===== src/rtl/multi_channel_edge_detect.sv =====
// Multi-channel line edge detector: per-channel synchroniser, glitch filter,
// edge pulses, mode-gated sticky flags and saturating edge counters.
module multi_channel_edge_detect #(
    parameter int   NUM_CH      = 2,
    parameter int   SYNC_STAGES = 2,
    parameter int   FILTER_LEN  = 3,
    parameter int   CNT_W       = 4,
    parameter logic RESET_LEVEL = 1'b1
) (
    input  logic                    clk,
    input  logic                    n_rst,
    input  logic [NUM_CH-1:0]       din,
    input  logic [1:0]              mode,
    input  logic                    clear,
    output logic [NUM_CH-1:0]       level,
    output logic [NUM_CH-1:0]       rise_pulse,
    output logic [NUM_CH-1:0]       fall_pulse,
    output logic [NUM_CH-1:0]       edge_pulse,
    output logic [NUM_CH-1:0]       sticky,
    output logic [NUM_CH*CNT_W-1:0] edge_count
);

    // Filter counter only needs to reach FILTER_LEN-1; keep at least one bit.
    localparam int              FC_W    = (FILTER_LEN > 1) ? $clog2(FILTER_LEN) : 1;
    localparam logic [FC_W-1:0] FC_LAST = FC_W'(FILTER_LEN - 1);
    localparam logic [CNT_W-1:0] CNT_MAX = '1;

    logic [NUM_CH-1:0] sync_q [SYNC_STAGES];
    logic [NUM_CH-1:0] sync_d [SYNC_STAGES];
    logic [FC_W-1:0]   fcnt_q [NUM_CH];
    logic [FC_W-1:0]   fcnt_d [NUM_CH];
    logic [CNT_W-1:0]  count_q [NUM_CH];
    logic [CNT_W-1:0]  count_d [NUM_CH];
    logic [NUM_CH-1:0] level_q, level_d;
    logic [NUM_CH-1:0] rise_q, rise_d;
    logic [NUM_CH-1:0] fall_q, fall_d;
    logic [NUM_CH-1:0] sticky_q, sticky_d;
    logic [NUM_CH-1:0] sync_s;

    always_comb begin
        sync_d[0] = din;
        for (int k = 1; k < SYNC_STAGES; k++) begin
            sync_d[k] = sync_q[k-1];
        end
    end

    assign sync_s = sync_q[SYNC_STAGES-1];

    // Level only follows the synchronised line after FILTER_LEN consecutive
    // disagreeing samples; any agreeing sample restarts the count.
    always_comb begin
        level_d = level_q;
        rise_d  = '0;
        fall_d  = '0;
        for (int i = 0; i < NUM_CH; i++) begin
            fcnt_d[i] = fcnt_q[i];
            if (sync_s[i] == level_q[i]) begin
                fcnt_d[i] = '0;
            end else if (fcnt_q[i] == FC_LAST) begin
                level_d[i] = sync_s[i];
                fcnt_d[i]  = '0;
                rise_d[i]  = sync_s[i];
                fall_d[i]  = ~sync_s[i];
            end else begin
                fcnt_d[i] = fcnt_q[i] + FC_W'(1);
            end
        end
    end

    assign edge_pulse = (rise_q & {NUM_CH{mode[0]}}) | (fall_q & {NUM_CH{mode[1]}});

    // A clear coinciding with an edge still records that edge.
    always_comb begin
        sticky_d = edge_pulse | (sticky_q & ~{NUM_CH{clear}});
        for (int i = 0; i < NUM_CH; i++) begin
            count_d[i] = count_q[i];
            if (clear) begin
                count_d[i] = edge_pulse[i] ? CNT_W'(1) : '0;
            end else if (edge_pulse[i] && (count_q[i] != CNT_MAX)) begin
                count_d[i] = count_q[i] + CNT_W'(1);
            end
        end
    end

    always_ff @(posedge clk or negedge n_rst) begin
        if (!n_rst) begin
            for (int k = 0; k < SYNC_STAGES; k++) begin
                sync_q[k] <= {NUM_CH{RESET_LEVEL}};
            end
            for (int i = 0; i < NUM_CH; i++) begin
                fcnt_q[i]  <= '0;
                count_q[i] <= '0;
            end
            level_q  <= {NUM_CH{RESET_LEVEL}};
            rise_q   <= '0;
            fall_q   <= '0;
            sticky_q <= '0;
        end else begin
            for (int k = 0; k < SYNC_STAGES; k++) begin
                sync_q[k] <= sync_d[k];
            end
            for (int i = 0; i < NUM_CH; i++) begin
                fcnt_q[i]  <= fcnt_d[i];
                count_q[i] <= count_d[i];
            end
            level_q  <= level_d;
            rise_q   <= rise_d;
            fall_q   <= fall_d;
            sticky_q <= sticky_d;
        end
    end

    assign level      = level_q;
    assign rise_pulse = rise_q;
    assign fall_pulse = fall_q;
    assign sticky     = sticky_q;

    for (genvar g = 0; g < NUM_CH; g++) begin : g_cnt_out
        assign edge_count[g*CNT_W +: CNT_W] = count_q[g];
    end

endmodule


===== config.mk =====
export PLATFORM = sky130hd
export DESIGN_NAME = multi_channel_edge_detect
export DESIGN_NICKNAME = d
export VERILOG_FILES = /design/src/rtl/multi_channel_edge_detect.sv
export SDC_FILE = /design/constraint.sdc
export NUM_CORES = 1
export LEC_CHECK = 0
export ABC_AREA = 1
export BUFFER_PORTS_ARGS = -buffer_cell sky130_fd_sc_hd__buf_2
export CAP_MARGIN = 10
export CELL_PAD_IN_SITES_DETAIL_PLACEMENT = 0
export CELL_PAD_IN_SITES_GLOBAL_PLACEMENT = 2
export CORE_MARGIN = 2
export CORE_UTILIZATION = 31
export DETAILED_ROUTE_END_ITERATION = 10
export PLACE_DENSITY = 0.86
export SKIP_CTS_REPAIR_TIMING = 1
export SLEW_MARGIN = 25
export SYNTH_ARGS = -nofsm -noshare
export SYNTH_HDL_FRONTEND = slang
export SYNTH_SLANG_ARGS = --single-unit

===== constraint.sdc =====
create_clock -name clk -period 1.4 [get_ports clk]
set_input_delay 0.07 -clock clk [delete_from_list [all_inputs] [get_ports clk]]
set_output_delay 0.07 -clock clk [all_outputs]
set_load 0.01 [all_outputs]

# == Yosys cells after proc, flatten, opt, wreduce, memory -nomap -nowiden ==
# Cells that the tools add are included.
# Widths: inputs -> output; s select.
# word_totals
regBits,24
input_bits,7
output_inout_bits,18
word_cells,55
# op_classes
add_sub_neg,4
n_eq_ne,6
muxes,18
bitwise_logic,10
n_reduce_logical,6
# op_table
op,n
$mux 4,4
$mux 1,10
$add 4x1->4 const B,2
$mux 2,4
$ne 4x4->1 const B,2
$and 2x2->2,3
$add 2x1->2 const B,2
$eq 2x2->1 const B,2
$not 1->1,4
$or 2x2->2,2
$reduce_and 2->1,2
$reduce_bool 2->1,2
$eq 1x1->1,2
$logic_and 1x1->1,2
$not 2->2,1

# == Depth between registers and ports, before layout ==
# depth
ltp_word,5
ltp_mapped,7
depth_no_buf,7

# == Least setup slack after synthesis ==
# OpenSTA, ideal clock, no wires.
# synth_path
kind,register to register
startpoint,reg count_q (netlist bit edge_count[0])
endpoint,reg count_q (netlist bit edge_count[2])
setup_ns,0.118
t_arrival_ns,1.080
required_ns,1.282
path_slack_ns,0.202
path_stages_with_launch,5
n_path_buf,0
period_less_slack_ns,1.198
path_cell_list,dfrtp_1 > ha_1 > or2_2 > nand4_1 > nand2_1
# synth_between
elab_chain_cells,3
elab_cells_between_ends,6
cone_classes,1 x add/sub; 1 x eq/ne; 2 x mux; 2 x reduce/logical
# synth_lines
item,line_no,rtl
start: declaration,32,logic [CNT_W-1:0] count_q [NUM_CH];
start signal: indexed assignment,104,count_q[i] <= count_d[i];
$add 4x1->4 / $ne 4x4->1 (equally long branches),"80, 79",
$mux 4 / $logic_and 1x1->1 (equally long branches),79,end else if (edge_pulse[i] && (count_q[i] != CNT_MAX)) begin
$mux 4 / $reduce_bool 2->1 (equally long branches),n/a,
# Several ways; a longest one is shown, not always the timed one. The select of a mux whose other input is x is not followed.
# A chain may end at the register's enable or synchronous reset.

# == Final worst setup path ==
# layout_path
startpoint,reg count_q (netlist bit edge_count[0])
endpoint,reg count_q (netlist bit edge_count[3])
# Same word-level chain as after synthesis.

==> impl_metrics.json <==
{
  "synthesis.nets": 112,
  "cts_buffer_depth": 2,
  "rsz0062_at_grt": "false",
  "crit_fanout": 6,
  "tns_ns": 0,
  "rows": 20,
  "grt_usage_pct": 11.9,
  "clk_latency_ns": 0.31,
  "synth_warnings": 0,
  "grt_pass1_vias": 671,
  "vias": 789,
  "routed_via_density": 4.43,
  "synth_seq_cells": 24,
  "fin_crit_ns": 1.23,
  "cap_violations": 0,
  "skew_ns": 0.00706,
  "async_flop_share_pct": 100,
  "io_pins": 25,
  "syn_area_sq_um": 1010,
  "drt_iter0_markers": 26,
  "h-tree-depth": 1,
  "required_ns": 1.62,
  "hp-class": "input port to flop",
  "core-area_sq_um": 3080,
  "cts.sinks": 24,
  "drtPass1Iterations": 4,
  "hpwl_um": 1430,
  "setup_violations": 0,
  "startpoint_type": "flop",
  "antenna_found_initial": 0,
  "worstSetupStartpoint": "edge_count[0]$_DFFE_PN0P_",
  "synth_edf_count": 0,
  "synth_top_cell_area_share_pct": 44.6,
  "r2r-start": "edge_count[0]$_DFFE_PN0P_",
  "grt_pass1_wl_um": 3110,
  "worst_slew_pin_slew_ns": 0.515,
  "hold_violations": 0,
  "clock-root-buffer": "clkbuf_4",
  "netlist_instances": 103,
  "path_class": "flop to flop",
  "die_x_um": 61.1,
  "min_period_over_period_pct": 87.8,
  "post-synth-top-count-cell": "nand2_1",
  "ys_types": 16,
  "avgSynthCellArea_sq_um": 9.80,
  "worst_slew_margin_rel_pct": 65.6,
  "place_inst": 171,
  "die_area_sq_um": 3730,
  "grt_overflow_total": 0,
  "cts_buffers": 3,
  "cp_data_arrival_time_ns": 1.45,
  "r2r-end": "edge_count[3]$_DFFE_PN0P_",
  "area_growth_pct": 23.9,
  "cellLeakagePower_nw": 0.686,
  "rrSetupSlack_ns": 0.17,
  "antennaDiodeCount": 0,
  "cts_tree": "yes",
  "fin_ws_ns": 0.170,
  "reg2regPathDepth": 7,
  "dp_slack_ns": 0.181,
  "final_cells": 178,
  "ir_worst_vdd_uv": 564,
  "timing.hold.ws_ns": 0.0128,
  "fillers": 314,
  "powerDensity_nw_per_um2": 1330,
  "yosysTopAreaCell": "dfrtp_1",
  "ys.flop_type": "dfrtp_1",
  "outcome": "finished clean",
  "initial_core_util_pct": 32.8,
  "remaining_drc_errors": 0,
  "wl_um": 1900,
  "gp_congestion": 0.870,
  "drive_gt1_share_pct": 32.1,
  "cts.clk_slew.worst_paths_ns": 0.13,
  "wire_per_inst_um": 10.7,
  "drv_slew": 0,
  "fmax_mhz": 813,
  "yosysSeqAreaShare_pct": 60.2,
  "port_buffers": 24,
  "end_kind": "flop",
  "chipHeight_um": 61.1,
  "ant_nets": 0,
  "grt_max_degree": 25,
  "nets": 144,
  "netlist_top_cells_area": "dfrtp_1 45%, dfstp_2 16%, nand2_1 13%",
  "crit_end": "edge_count[3]$_DFFE_PN0P_",
  "netlist_top_cells_count": "34 x nand2_1, 18 x dfrtp_1, 8 x nand3_1"
}
[layout make-up]
cell class              count  area, sq um  area share [%]
well taps                  44         55.1            4.40
inverters                   9         33.8            2.70
clock buffers               4         36.3            2.90
flip-flops and latches     24          608            48.6
multi-input cells          70          368            29.4
repair buffers             27          150            12.0
[worst min-delay path by stage]
stage,startpoint,to,slack [ns],cells after the start
after floorplan,n_rst,edge_count[0]$_DFFE_PN0P_,-0.23,0
after global placement,n_rst,fcnt_q[3]$_DFF_PN0_,0.08,1
after detailed placement,n_rst,fcnt_q[3]$_DFF_PN0_,0.08,1
after CTS,n_rst,fcnt_q[3]$_DFF_PN0_,-0.28,1
after global routing,mode[0],sticky[1]$_DFF_PN0_,0.0007,3
final,mode[1],sticky[0]$_DFF_PN0_,0.01,3
[stage by stage]
| step | area [sq um] | power [mW] | utilization (%) |
|---|---|---|---|
| 6_report | 1250 | 1.66 | 40.7 |
| 5_1_grt | 1250 | 1.78 | 40.7 |
| 4_1_cts | 1220 | 1.69 | 39.7 |
| 3_5_place_dp | 1180 | 1.32 | 38.5 |
| 3_3_place_gp | 1180 | 1.31 | 38.5 |
| 2_1_floorplan | 1010 | 1.17 | - |
[layer usage]
layer / GRT usage (%) / vias to the layer above / routed length (um)
met2: 15.3 / 24 / 830
met4: 8.39 / 0 / 53
met5: 0 / - / 0
met1: 17.6 / 363 / 920
li1: - / 398 / -
met3: 2.52 / 4 / 99
[cell usage in the layout, fill, tap and decap left out, types with 3 or more instances in the layout]
master,Yosys,final
nand2_1,34,34
buf_2,0,24
dfrtp_1,18,18
nand3_1,8,8
inv_1,6,6
nand4_1,6,6
dfstp_2,6,6
nor3_1,4,4
nor2_1,4,4
inv_2,3,3
clkbuf_4,0,3
dlygate4sd3_1,0,3
[state kept, by name (all words and copies together), names as in the netlist]
signal      cells
sync_d          2
sticky          2
sync_s          2
rise_pulse      2
edge_count      8
fall_pulse      2
level           2
fcnt_q          4
[logic make-up after synthesis]
kind of cell / count (synthesis) / synth area share [%]
AND/OR/NAND/NOR: 62 / 28.5
flip-flops: 24 / 60.2
buffers and inverters: 9 / 3.35
AO/OA/AOI/OAI: 2 / 1.49
XOR/XNOR: 2 / 1.74
multiplexers: 2 / 2.23
adder cells (fa/ha/maj): 2 / 2.48
[report_power, final]
part / internal (mW) / switching (mW)
registers: 0.840 / 0.0908
clock network: 0.159 / 0.202
logic: 0.171 / 0.202
[critical path: stages (launching register included)]
cell and delay (ns):
dfrtp_1 0.46, ha_1 0.25, nand3_1 0.10, nand2_1 0.07, inv_2 0.10, nor2_4 0.05
nand2_1 0.06, nand2_1 0.05
No activity file was read; power rests on OpenSTA's default activity.
